### config.mk
export PLATFORM = sky130hd
export DESIGN_NAME = jtdsp16_dec
export DESIGN_NICKNAME = d
export VERILOG_FILES = /design/src/rtl/jtdsp16_pkg.sv /design/src/rtl/jtdsp16_dec_cache.sv /design/src/rtl/jtdsp16_dec.sv
export SDC_FILE = /design/constraint.sdc
export NUM_CORES = 1
export LEC_CHECK = 0
export ABC_AREA = 1
export CAP_MARGIN = 40
export CORE_ASPECT_RATIO = 1.75
export CORE_MARGIN = 2
export CORE_UTILIZATION = 30
export DETAILED_ROUTE_END_ITERATION = 16
export GPL_ROUTABILITY_DRIVEN = 1
export PLACE_DENSITY = 0.66
export SLEW_MARGIN = 25
export SYNTH_ARGS = -nofsm -noshare
export SYNTH_HDL_FRONTEND = slang
export SYNTH_SLANG_ARGS = --single-unit
### constraint.sdc
create_clock -name clk -period 2.8 [get_ports clk]
set_clock_uncertainty 0.2 [all_clocks]
set_input_delay 0.42 -clock clk [delete_from_list [all_inputs] [get_ports clk]]
set_output_delay 0.42 -clock clk [all_outputs]
set_load 0.005 [all_outputs]
### src/rtl/jtdsp16_pkg.sv
// Shared opcode, field-position and FSM definitions for the jtdsp16 decoder.
package jtdsp16_pkg;

  localparam int T_MSB   = 15;
  localparam int T_LSB   = 11;
  localparam int R_MSB   = 11;
  localparam int R_LSB   = 9;
  localparam int IMM_MSB = 8;
  localparam int N_MSB   = 10;
  localparam int N_LSB   = 7;
  localparam int K_MSB   = 6;
  localparam int PTR_W   = 4;

  // T_SHORT is the upper four bits of T; the LSB is a don't-care.
  localparam logic [3:0] T_SHORT = 4'b0001;
  localparam logic [4:0] T_LONG  = 5'b01010;
  localparam logic [4:0] T_DO    = 5'b01110;
  localparam logic [2:0] R_XOR   = 3'b100;

  typedef enum logic [1:0] {
    IDLE   = 2'd0,
    IMM2   = 2'd1,
    REC    = 2'd2,
    REPLAY = 2'd3
  } state_t;

  function automatic logic t_is_short(input logic [4:0] t);
    return t[4:1] == T_SHORT;
  endfunction

endpackage

### src/rtl/jtdsp16_dec_cache.sv
// Do-loop body store: records N words during REC and replays them cyclically.
module jtdsp16_dec_cache
  import jtdsp16_pkg::*;
#(
  parameter int DEPTH = 15,
  parameter int IW    = 16
) (
  input  logic             clk,
  input  logic             rst,
  input  logic             cen,
  input  logic             start,
  input  logic             rec,
  input  logic             replay,
  input  logic [PTR_W-1:0] n_in,
  input  logic [IW-1:0]    wr_data,
  output logic [IW-1:0]    rd_data,
  output logic             wr_last,
  output logic             rd_last
);

  logic [PTR_W-1:0] n_q, n_d;
  logic [PTR_W-1:0] wr_ptr_q, wr_ptr_d;
  logic [PTR_W-1:0] rd_ptr_q, rd_ptr_d;
  logic [IW-1:0]    mem_q [DEPTH];

  assign wr_last = wr_ptr_q == (n_q - PTR_W'(1));
  assign rd_last = rd_ptr_q == (n_q - PTR_W'(1));
  assign rd_data = mem_q[rd_ptr_q];

  always_comb begin
    n_d      = n_q;
    wr_ptr_d = wr_ptr_q;
    rd_ptr_d = rd_ptr_q;
    if (start) begin
      n_d      = n_in;
      wr_ptr_d = '0;
      rd_ptr_d = '0;
    end else begin
      if (rec)    wr_ptr_d = wr_ptr_q + PTR_W'(1);
      if (replay) rd_ptr_d = rd_last ? '0 : rd_ptr_q + PTR_W'(1);
    end
  end

  always_ff @(posedge clk) begin
    if (rst) begin
      n_q      <= '0;
      wr_ptr_q <= '0;
      rd_ptr_q <= '0;
    end else if (cen) begin
      n_q      <= n_d;
      wr_ptr_q <= wr_ptr_d;
      rd_ptr_q <= rd_ptr_d;
    end
  end

  // Body storage carries no reset; contents are only read after being recorded.
  always_ff @(posedge clk) begin
    if (cen && rec) mem_q[wr_ptr_q] <= wr_data;
  end

endmodule

### src/rtl/jtdsp16_dec.sv
// DSP16 instruction decoder with registered outputs and a do-loop replay cache.
// Define JTDSP16_CACHE_EN to build the cache; without it do words decode as NOP.
module jtdsp16_dec
  import jtdsp16_pkg::*;
#(
  parameter int CACHE_DEPTH = 15,
  parameter int CNT_W       = 7,
  parameter int IW          = 16
) (
  input  logic          clk,
  input  logic          rst,
  input  logic          cen,
  input  logic [IW-1:0] rom_dout,
  output logic [4:0]    t_field,
  output logic [2:0]    r_field,
  output logic [8:0]    short_imm,
  output logic [IW-1:0] long_imm,
  output logic          short_load,
  output logic          long_load,
  output logic          pc_hold,
  output logic          loop_busy,
  output logic          loop_err,
  output logic          issue
);

  state_t           state_q, state_d;
  logic [CNT_W-1:0] k_q, k_d;
  logic [4:0]       t_field_q, t_field_d;
  logic [2:0]       r_field_q, r_field_d;
  logic [8:0]       short_imm_q, short_imm_d;
  logic [IW-1:0]    long_imm_q, long_imm_d;
  logic             short_load_q, short_load_d;
  logic             long_load_q, long_load_d;
  logic             loop_err_q, loop_err_d;
  logic             issue_q, issue_d;

  logic [IW-1:0] src, cache_word;
  logic [4:0]    t_src;
  logic          is_long, is_do, do_ok, wr_last, rd_last;

  assign src     = (state_q == REPLAY) ? cache_word : rom_dout;
  assign t_src   = src[T_MSB:T_LSB];
  assign is_long = t_src == T_LONG;
  assign is_do   = t_src == T_DO;

`ifdef JTDSP16_CACHE_EN
  jtdsp16_dec_cache #(.DEPTH(CACHE_DEPTH), .IW(IW)) u_cache (
    .clk     (clk),
    .rst     (rst),
    .cen     (cen),
    .start   ((state_q == IDLE) && do_ok),
    .rec     (state_q == REC),
    .replay  (state_q == REPLAY),
    .n_in    (rom_dout[N_MSB:N_LSB]),
    .wr_data (rom_dout),
    .rd_data (cache_word),
    .wr_last (wr_last),
    .rd_last (rd_last)
  );
  // A zero-length or oversized body cannot be cached, so the do falls through as NOP.
  assign do_ok = is_do && (rom_dout[N_MSB:N_LSB] != 4'd0)
                 && (32'(rom_dout[N_MSB:N_LSB]) <= CACHE_DEPTH);
`else
  assign cache_word = '0;
  assign wr_last    = 1'b0;
  assign rd_last    = 1'b0;
  assign do_ok      = 1'b0;
`endif

  always_comb begin
    state_d      = state_q;
    k_d          = k_q;
    t_field_d    = t_field_q;
    r_field_d    = r_field_q;
    short_imm_d  = short_imm_q;
    long_imm_d   = long_imm_q;
    short_load_d = 1'b0;
    long_load_d  = 1'b0;
    loop_err_d   = 1'b0;
    issue_d      = 1'b0;
    if (cen) begin
      issue_d   = 1'b1;
      t_field_d = t_src;
      if (state_q != IMM2 && t_is_short(t_src)) begin
        short_load_d = 1'b1;
        r_field_d    = src[R_MSB:R_LSB] ^ R_XOR;
        short_imm_d  = src[IMM_MSB:0];
      end
      case (state_q)
        IDLE: begin
          if (is_long) begin
            state_d = IMM2;
          end else if (do_ok) begin
            state_d = REC;
            k_d     = CNT_W'(src[K_MSB:0]);
          end else if (is_do) begin
            t_field_d = '0;
          end
        end
        IMM2: begin
          t_field_d   = '0;
          long_load_d = 1'b1;
          long_imm_d  = rom_dout;
          state_d     = IDLE;
        end
        REC: begin
          if (is_long || is_do) begin
            loop_err_d = 1'b1;
            t_field_d  = '0;
            state_d    = IDLE;
          end else if (wr_last) begin
            state_d = (k_q > CNT_W'(1)) ? REPLAY : IDLE;
          end
        end
        REPLAY: begin
          // The recorded pass counts as one execution, so the pass seen with K==2 is the last.
          if (rd_last) begin
            if (k_q == CNT_W'(2)) state_d = IDLE;
            else                  k_d     = k_q - CNT_W'(1);
          end
        end
        default: state_d = IDLE;
      endcase
    end
  end

  always_ff @(posedge clk) begin
    if (rst) begin
      state_q      <= IDLE;
      k_q          <= '0;
      t_field_q    <= '0;
      r_field_q    <= '0;
      short_imm_q  <= '0;
      long_imm_q   <= '0;
      short_load_q <= 1'b0;
      long_load_q  <= 1'b0;
      loop_err_q   <= 1'b0;
      issue_q      <= 1'b0;
    end else begin
      state_q      <= state_d;
      k_q          <= k_d;
      t_field_q    <= t_field_d;
      r_field_q    <= r_field_d;
      short_imm_q  <= short_imm_d;
      long_imm_q   <= long_imm_d;
      short_load_q <= short_load_d;
      long_load_q  <= long_load_d;
      loop_err_q   <= loop_err_d;
      issue_q      <= issue_d;
    end
  end

  assign t_field    = t_field_q;
  assign r_field    = r_field_q;
  assign short_imm  = short_imm_q;
  assign long_imm   = long_imm_q;
  assign short_load = short_load_q;
  assign long_load  = long_load_q;
  assign loop_err   = loop_err_q;
  assign issue      = issue_q;
  assign pc_hold    = state_q == REPLAY;
  assign loop_busy  = (state_q == REC) || (state_q == REPLAY);

endmodule

Word-level counts from Yosys, hierarchy flattened. Index checks and enable logic that the tools add are counted.

Equality and inequality tests: 9. Multiplexer cells: 12. Bitwise logic cells: 4. Reduce and logical (&&, ||, !) cells: 9.

Operator list (number): 16-bit two-way mux (1); 5-bit two-way mux (3); 5-bit case mux with 3 select lines (1); 5-bit by 4-bit == test with 1-bit output, second input constant (2); 2-bit case mux with 3 select lines (1); 2-bit == test, second input constant (2); 4-bit by 1-bit == test with 1-bit output, second input constant (1); 1-bit two-way mux (4); 2-bit two-way mux (2); 2-bit inequality test, second input constant (2); 1-bit inverter (4); 2-bit AND reduction (2); 4-bit AND reduction (1); 3-bit OR reduction (1); 2-bit by 1-bit == test with 1-bit output, second input constant (1); 2-bit logical NOT (1); 1-bit logical OR (2); 2-bit by 1-bit inequality test with 1-bit output, second input constant (1); 2-bit OR reduction (1); 1-bit logical AND (1).

Bits in registers: 39. Input port bits: 19. Output and inout bits: 39. Word-level logic and storage cells: 43.

Longest topological paths before layout.
Word-level depth: 6. Gate-level depth with buffers: 7. Mapped depth without buffers: 5.

Worst setup path after synthesis. Ideal clock, no wire load.

Kind: input port to flip-flop. Start: input cen. End: register r_field_q[0], in the netlist r_field[0]. Library setup time: 0.132 ns. Data arrival time: 1.023 ns. Data required time: 2.468 ns. Setup slack: 1.445 ns. Stages: 6. Buffers on the path: 1. Path through: inv_2 nor2_4 nand3_2 buf_2 nand2_1 a21oi_1.

Word-level cells in the longest chain between the ends: 1.

RTL lines: from (decl) (RTL line jtdsp16_dec.sv:12) `input logic cen,`; 2-bit AND reduction (no source line); to (signal assigned) (RTL line jtdsp16_dec.sv:143) `r_field_q <= r_field_d;`; to (decl) (RTL line jtdsp16_dec.sv:29) `logic [2:0] r_field_q, r_field_d;`.

Every way passes these cells. A chain may end at the register's enable or synchronous reset.

Final worst setup path.
Start: input rom_dout[12]. End: register short_imm_q[0], in the netlist short_imm[0].

Word-level cells in the longest chain between the ends: 4.

RTL lines: from (decl) (RTL line jtdsp16_dec.sv:13) `input logic [IW-1:0] rom_dout,`; 16-bit two-way mux (RTL line jtdsp16_dec.sv:41) `assign src = (state_q == REPLAY) ? cache_word : rom_dout;`; 4-bit by 1-bit == test with 1-bit output (RTL line jtdsp16_pkg.sv:28) `return t[4:1] == T_SHORT;`; 1-bit logical AND (RTL line jtdsp16_dec.sv:84) `if (state_q != IMM2 && t_is_short(t_src)) begin`; 2-bit AND reduction (no source line); to (signal assigned) (RTL line jtdsp16_dec.sv:144) `short_imm_q <= short_imm_d;`; to (decl) (RTL line jtdsp16_dec.sv:30) `logic [8:0] short_imm_q, short_imm_d;`.

Every way passes these cells.

==> results.ini <==
[routing]
dr.pass1.iters = 4
drt_iter0_drc = 13
vias = 1195
vias_per_cell = 4.76
antenna_left = 0
drt-total-wl_mm = 3.39
post_drt_wl_per_cell_um = 13.5
drc_errors = 0

[cells_and_area]
syn2layout_area_growth_pct = 50.8
fin_area_mm2 = 0.00201
drive_gt1_frac = 0.105
finalNetCount = 218
diodes = 0
fin_util = 0.465

[synth]
postSynthCellCount = 143
seq_area_frac_synth = 0.555
synth_cell_types = 19
yosysMostFrequentCell = dfxtp_1
ys_seq_elements = 37
ys.flop_type = dfxtp_1
synth_area_leaders = dfxtp_1 (56%), a22o_1 (8.5%), nand2_1 (7.3%)
synth_common_cells = dfxtp_1 (37), nand2_1 (26), a21oi_1 (17), a22o_1 (13), nand4_1 (12)
synth_top_area_cell = dfxtp_1
syn-cell-area_mm2 = 0.00133
synth_warnings = 0
yosys.area.top_type_share = 0.555
synth_edf_count = 0
synth-async-reset-ratio = 0
syn_area_per_cell_um2 = 9.33

[timing]
fin_crit_sh = 0.633
final_hold_viol_count = 0
finalWorstPathRequiredPeriod_ns = 1.77
max_freq_mhz = 564
finalSetupTns_ns = 0
worst_hold_slack_ns = 0.266
setup_viol = 0
drv_slew = 0
rsz0062_at_grt = false

[placed_design]
placed_area_mm2 = 0.00189
hpwl_mm = 2.54
globalplace.congestion = 0.762
port_buffers = 54

[floorplan]
dieArea_mm2 = 0.00502
die-width_um = 54.4
start_util = 0.308
ios = 58
coreArea_mm2 = 0.00432
rows = 32
die_height_um = 92.2

[pwr]
switching_power_mw = 0.233
comb_power_share = 0.084
p_sw_frac = 0.211
power_density_mw_per_mm2 = 549
power.internal_mw = 0.871
power_frac_seq = 0.487
clock_power_share = 0.429
finalPower_mw = 1.10
vdd_drop_max_uv = 411
leakage_nw = 0.743

[clock_tree]
cts.sinks = 37
cts_buffers = 5
cts.clk_slew.worst_paths_ns = 0.07
cts_resized = 0
ctsHoldBuffers = 0
ctsHtreeMaxLevel = 2
post-cts-setup-buffer-count = 0
clock-root-buffer = clkbuf_8
cts_tree = yes
clock_latency_ns = 0.28
clk_path_buf_depth = 2

[run]
max_cap_viol_count = 0

[setup_path]
startpoint_type = input port
crit_type = input port to register
worstRegToRegCells = 4
r2r-end = short_imm[0]
arrival_ns = 1.75
r2r_start = state_q[0]
worstSetupEndpointType = register
crit_fanout = 13
required_ns = 2.77
r2r_setup_slack_ns = 1.42

[global_route]
grt_pass1_wl_mm = 5.23
antenna_found_initial = 0
gr-usage-all-layers = 0.144
grt_max_degree = 19
grt_overflow = 0
grt_pass1_vias = 1106

[min_path]
whs_endpoint = r_field[0]
min_from = r_field[0]
min_path_type = register to register
hold_path_depth = 2

[outcome]
status = finished clean

## flip-flops by register name, indices dropped and copies added (netlist names)
signal and flops:
issue 1, long_imm 16, long_load 1, r_field 3, short_imm 9, short_load 1
state_q 1, t_field 5
## through the flow
| step | instances | worst slack, ns |
|---|---|---|
| 2_1_floorplan | 145 | 1.44 |
| 3_3_place_gp | 243 | 0.752 |
| 3_5_place_dp | 243 | 0.723 |
| 4_1_cts | 251 | 1.01 |
| 5_1_grt | 251 | 0.929 |
| 6_report | 251 | 1.03 |
## per-layer routing
metal | track usage | up-vias | wire, µm
met5 | 0 | - | 0
met4 | 0.0750 | 0 | 71
met3 | 0.0277 | 5 | 123
met2 | 0.240 | 30 | 1900
met1 | 0.165 | 558 | 1300
li1 | - | 602 | -
## final cells by class
cell class,instances,area (µm²)
clock buffer,6,82.6
clock inverter,2,37.5
fill,423,2310
inverter,8,30.0
multi-input combinational,89,485
sequential,37,741
tap,51,63.8
timing repair buffer,58,571
## cell usage in the layout, fill, tap and decap left out, drive strengths merged
master | Yosys | final
a21oi | 17 | 17
clkbuf | 1 | 6
a31oi | 1 | 1
o21ai | 4 | 4
a22o | 13 | 13
clkdlybuf4s50 | 0 | 54
nor2 | 7 | 7
conb | 1 | 3
nand3 | 6 | 6
nand2 | 26 | 26
dfxtp | 37 | 37
bufinv | 0 | 1
clkinvlp | 0 | 1
nand4 | 12 | 12
buf | 10 | 4
inv | 8 | 8
## power groups by stage
stage | combinational, mW | sequential (mW) | clock (mW)
5_1_grt | 0.100 | 0.539 | 0.511
3_3_place_gp | 0.0924 | 0.550 | 0
4_1_cts | 0.0936 | 0.538 | 0.484
2_1_floorplan | 0.0400 | 0.551 | 0
3_5_place_dp | 0.0933 | 0.550 | 0
6_report | 0.0925 | 0.538 | 0.473
## cells by family (layout without fill, tap and decap cells)
family,count (synthesis),after routing,synth area share
flip-flops,37,37,0.555
AND/OR/NAND/NOR,51,51,0.187
buffers and inverters,19,74,0.0863
AO/OA/AOI/OAI,35,35,0.169
other,1,3,0.00281
## worst max-delay path, stage by stage
cell and delay (ns):
clkdlybuf4s50_1 0.50, inv_1 0.09, nor2_2 0.08, buf_4 0.20, nand3_2 0.25, nand2_1 0.14
a21oi_1 0.07
## worst max path at each step
stage	from	slack (ns)	to	depth (start not counted)
after floorplan	cen	1.44	r_field[0]	6
after global routing	cen	0.93	short_imm[0]	6
after detailed placement	rom_dout[12]	0.72	short_imm[0]	7
after global placement	rom_dout[12]	0.75	short_imm[0]	7
final	rom_dout[12]	1.03	short_imm[0]	7
after CTS	short_imm[6]	1.01	short_imm[6]	1
(Power assumes the default switching activity.)
==> RTL change 1: new RTL, same flow settings <==
Encoding of `state_t`: now one-hot (4 bits for 4 states).
--- a/src/rtl/jtdsp16_pkg.sv
+++ b/src/rtl/jtdsp16_pkg.sv
@@ -17,11 +17,11 @@
   localparam logic [4:0] T_DO    = 5'b01110;
   localparam logic [2:0] R_XOR   = 3'b100;
 
-  typedef enum logic [1:0] {
-    IDLE   = 2'd0,
-    IMM2   = 2'd1,
-    REC    = 2'd2,
-    REPLAY = 2'd3
+  typedef enum logic [3:0] {
+    IDLE   = 4'b0001,
+    IMM2   = 4'b0010,
+    REC    = 4'b0100,
+    REPLAY = 4'b1000
   } state_t;
 
   function automatic logic t_is_short(input logic [4:0] t);
Check against the original RTL: same outputs for any inputs over 10 cycles, from zero or initial values and one cycle with rst high; not proved beyond that.
==> RTL change 1 against the unedited design <==
Combinational power is 55% higher. Global-route usage is 1.1 points lower. Setup slack worse by 0.19 ns. Core utilization is 1.6 points lower. Cell area is 5.1% higher. Routed wire length is 3.6% higher. Sequential cell count is 1 higher. Clock power is 19% lower. Non-clock buffer count is 2 lower. Synthesized area is 9.8% higher. Cell count is 17% higher. Power is 1.2% lower. Largest cell class unchanged. Largest power group unchanged.
==> RTL change 1: results (changes against the unedited design) <==
stage;metric;value;unit;change
run_status;run_status;finished, final reports clean;;
logic_synthesis;syn_area_per_cell;7.88;sq um;-16%
drt;wl_per_cell;12.0;microns;-11%
placement;gp_congestion;0.849;;+11%
clock_tree;cts_root_buf;clkbuf_8;;
drt;drt_iter0_markers;37;;+24
logic_synthesis;synth_cell_types;19;;unchanged
timing;hold-worst-slack;0.246;ns;-0.0197 ns
logic_synthesis;ys_top_cells_by_area;dfxtp_1 52%, nor2_1 7.9%, o21ai_0 7.5%;;
job;cap_violations;0;;unchanged
drt;drtPass1Iterations;4;;unchanged
finish;n_antenna_cell;0;;unchanged
drt;top_layer_used;met4;;
global_routing;antenna_found_initial;0;;unchanged
clock_tree;ctsResizeCount;0;;unchanged
clock_tree;clk_latency;0.28;ns;about the same
critical_path;arrival;1.93;ns;+0.18 ns
clock_tree;cts_made_buffers;5;;unchanged
power_and_ir_drop;p_leak;0.830;nW;+12%
critical_path;reg2reg_slack;0.98;ns;-0.44 ns
logic_synthesis;seq_area_frac_synth;51.9;%;-3.6 points
worst_hold_path;min_path_type;flip-flop to flip-flop;;
power_and_ir_drop;peakVddDrop;0.407;mV;-1.2%
placement;hpwl;2600;microns;+2.0%
global_routing;grt_pass1_vias;1203;;+8.8%
logic_synthesis;synthTopCellsByCount;38 x dfxtp_1, 31 x nor2_1, 22 x inv_1, 22 x o21ai_0, 20 x a21oi_1;;
drt;met2WireLength;1900;microns;+0.32%
global_routing;grt_pass1_wl;5540;microns;+5.9%
placement;port_buffers;54;;unchanged
drt;vias;1357;;+14%
logic_synthesis;yosysWarnings;0;;unchanged
finish;num-nets-final;261;;+20%
clock_tree;clockBufferDepth;2;;unchanged
finish;drive_above_1_share;6.22;%;-4.3 points
logic_synthesis;async_reset_ff_share;0;%;unchanged
timing;tightest_slew;0.499;ns;
placement;place_area;2020;sq um;+6.9%
drt;route.met3.wl;191;microns;+55%
critical_path;critPathMaxFanout;25;;+12
clock_tree;post_cts_buffers;0;;unchanged
finish;fill_cells;507;;+20%
clock_tree;cts_max_level;2;;unchanged
drt;wl_met1;1320;microns;+1.7%
finish;largest_reg_flops;16;;unchanged
clock_tree;clkTransAtPathRegs;0.07;ns;about the same
power_and_ir_drop;switching_share;24.0;%;+2.9 points
global_routing;grt_use_total;13.3;%;-1.1 points
global_routing;grt_max_degree;27;;+8
drt;vias_per_cell;4.63;;-2.7%
placement;placed_cells;285;;+17%
RTL change 1: cell families (layout without fill, tap and decap cells):
group                    after synthesis  after routing  synth area share, %
AND/OR/NAND/NOR                       61             61                 17.8
AO/OA/AOI/OAI                         50             50                 17.6
flip-flops                            38             38                 51.9
buffers and inverters                 34             87                 10.8
adder cells (fa/ha/maj)                2              2                 1.71
other                                  1              3                0.256
RTL change 1: power groups by stage:
| stage | combinational [mW] | sequential (mW) | clock (mW) |
|---|---|---|---|
| floorplan | 0.0725 | 0.578 | 0 |
| global placement | 0.142 | 0.578 | 0 |
| detailed placement | 0.143 | 0.578 | 0 |
| CTS | 0.144 | 0.565 | 0.395 |
| global route | 0.160 | 0.567 | 0.416 |
| finish | 0.143 | 0.565 | 0.382 |
RTL change 1: worst max-delay path, cell delays in order:
cell,delay (ns)
clkdlybuf4s50_1,0.53
nor3_2,0.24
nand3_2,0.38
o21ai_0,0.30
a21oi_1,0.06
RTL change 1: cell type report:
class	instances	area [sq um]	area share, %
Timing Repair Buffer	56	556	26.3
Multi-Input combinational cell	116	554	26.2
Sequential cell	38	761	36.0
Inverter	23	86.3	4.09
Clock buffer	7	86.3	4.09
Tap cell	52	65.1	3.08
Clock inverter	1	5.00	0.237
RTL change 1: metal layers:
| layer | track usage (%) | vias to the layer above |
|---|---|---|
| met5 | 0 | - |
| met4 | 7.17 | 0 |
| met3 | 3.86 | 7 |
| met2 | 23.4 | 41 |
| met1 | 14.2 | 610 |
| li1 | - | 699 |
RTL change 1: final timing paths:
path | startpoint | endpoint | depth (start not counted)
max | rom_dout[13] | short_imm[0] | 5
min | short_imm[2] | short_imm[2] | 2
max reg2reg | state_q[0] | long_imm[15] | 6
min reg2reg | short_imm[2] | short_imm[2] | 2
RTL change 1: stage by stage:
step	setup slack [ns]	utilization, %
2_1_floorplan	1.38	-
3_3_place_gp	0.567	43.0
3_5_place_dp	0.530	43.0
4_1_cts	0.836	44.9
5_1_grt	0.667	44.9
6_report	0.835	44.9
==> RTL change 2: new RTL, same settings <==
Without the edit above. `IW`: 16 -> 24.
--- a/src/rtl/jtdsp16_dec.sv
+++ b/src/rtl/jtdsp16_dec.sv
@@ -5,7 +5,7 @@
 #(
   parameter int CACHE_DEPTH = 15,
   parameter int CNT_W       = 7,
-  parameter int IW          = 16
+  parameter int IW          = 24
 ) (
   input  logic          clk,
   input  logic          rst,
Ports: changed (resized long_imm and rom_dout); port bits go from 58 to 74. No check against the original RTL was run, so the function may have changed too.
==> RTL change 2 against the unedited design <==
Setup slack worse by 0.14 ns. Critical path type unchanged. Routed wire length is 20% higher. Synthesized area is 26% higher. Synthesized cell count is 52% higher. Critical path depth is 1 lower. Core utilization hardly changed. Combinational power is 17% higher. Cell area is 27% higher. Power is 21% higher. Sequential cell count is 8 higher.
==> RTL change 2: results (changes against the unedited design) <==
stage;metric;value;unit;change
finish;inverters;22;;+14
drt;wl_met1;1620;microns;+25%
power_and_ir_drop;p_leak;1.06;nW;+43%
placement;gp_congestion;0.776;;+1.8%
logic_synthesis;synthTopCellsByCount;57 x nand2_1, 45 x dfxtp_1, 27 x nand3_1;;
clock_tree;cts_sinks;45;;+22%
drt;met2WireLength;2200;microns;+16%
global_routing;grt_pass1_wl;6490;microns;+24%
floorplanning;die_w;60.7;microns;+11%
finish;num-nets-final;313;;+44%
drt;vias_per_cell;4.31;;-9.4%
drt;drt_iter0_markers;33;;+20
finish;seq_area;901;sq um;+22%
logic_synthesis;syn_inst;218;;+52%
logic_synthesis;synth_cell_types;22;;+3
finish;drive_above_1_share;6.97;%;-3.5 points
global_routing;grt_max_degree;37;;+18
critical_path;max_stage_delay;0.72;ns;+0.22 ns
critical_path;arrival;1.90;ns;+0.15 ns
logic_synthesis;seq_area_frac_synth;53.5;%;-2.1 points
power_and_ir_drop;peakVddDrop;0.300;mV;-27%
placement;placed_cells;355;;+46%
drt;route.met3.wl;178;microns;+45%
run_status;run_status;finished, final reports clean;;
global_routing;met1_usage;14.4;%;-2.1 points
[RTL change 2: worst paths after layout]
kind	cells after the start	slack (ns)	to
worst max-delay path	6	0.89	long_imm[18]
worst min-delay path	2	0.27	t_field[3]
worst max register to register	6	1.23	short_imm[2]
worst min register to register	2	0.27	t_field[3]
[RTL change 2: where the power goes]
part / leakage [nW] / total, mW / internal (mW) / switching, mW
registers: 0.364 / 0.654 / 0.649 / 0.00533
logic: 0.632 / 0.108 / 0.0598 / 0.0482
clock network: 0.0681 / 0.570 / 0.354 / 0.215
total: 1.06 / 1.33 / 1.06 / 0.269
[RTL change 2: cells by family after synthesis]
logic type,after synthesis,share of synthesized area [%]
flip-flops,45,53.5
buffers and inverters,34,9.58
AO/OA/AOI/OAI,21,6.46
AND/OR/NAND/NOR,117,30.3
other,1,0.223
[RTL change 2: worst reg2reg max path, delay by kind of cell, from the launching register on]
family / cells / cell delay, ns
buffers and inverters: 1 / 0.08
and+or+nand+nor: 5 / 0.80
DFF: 1 / 0.38
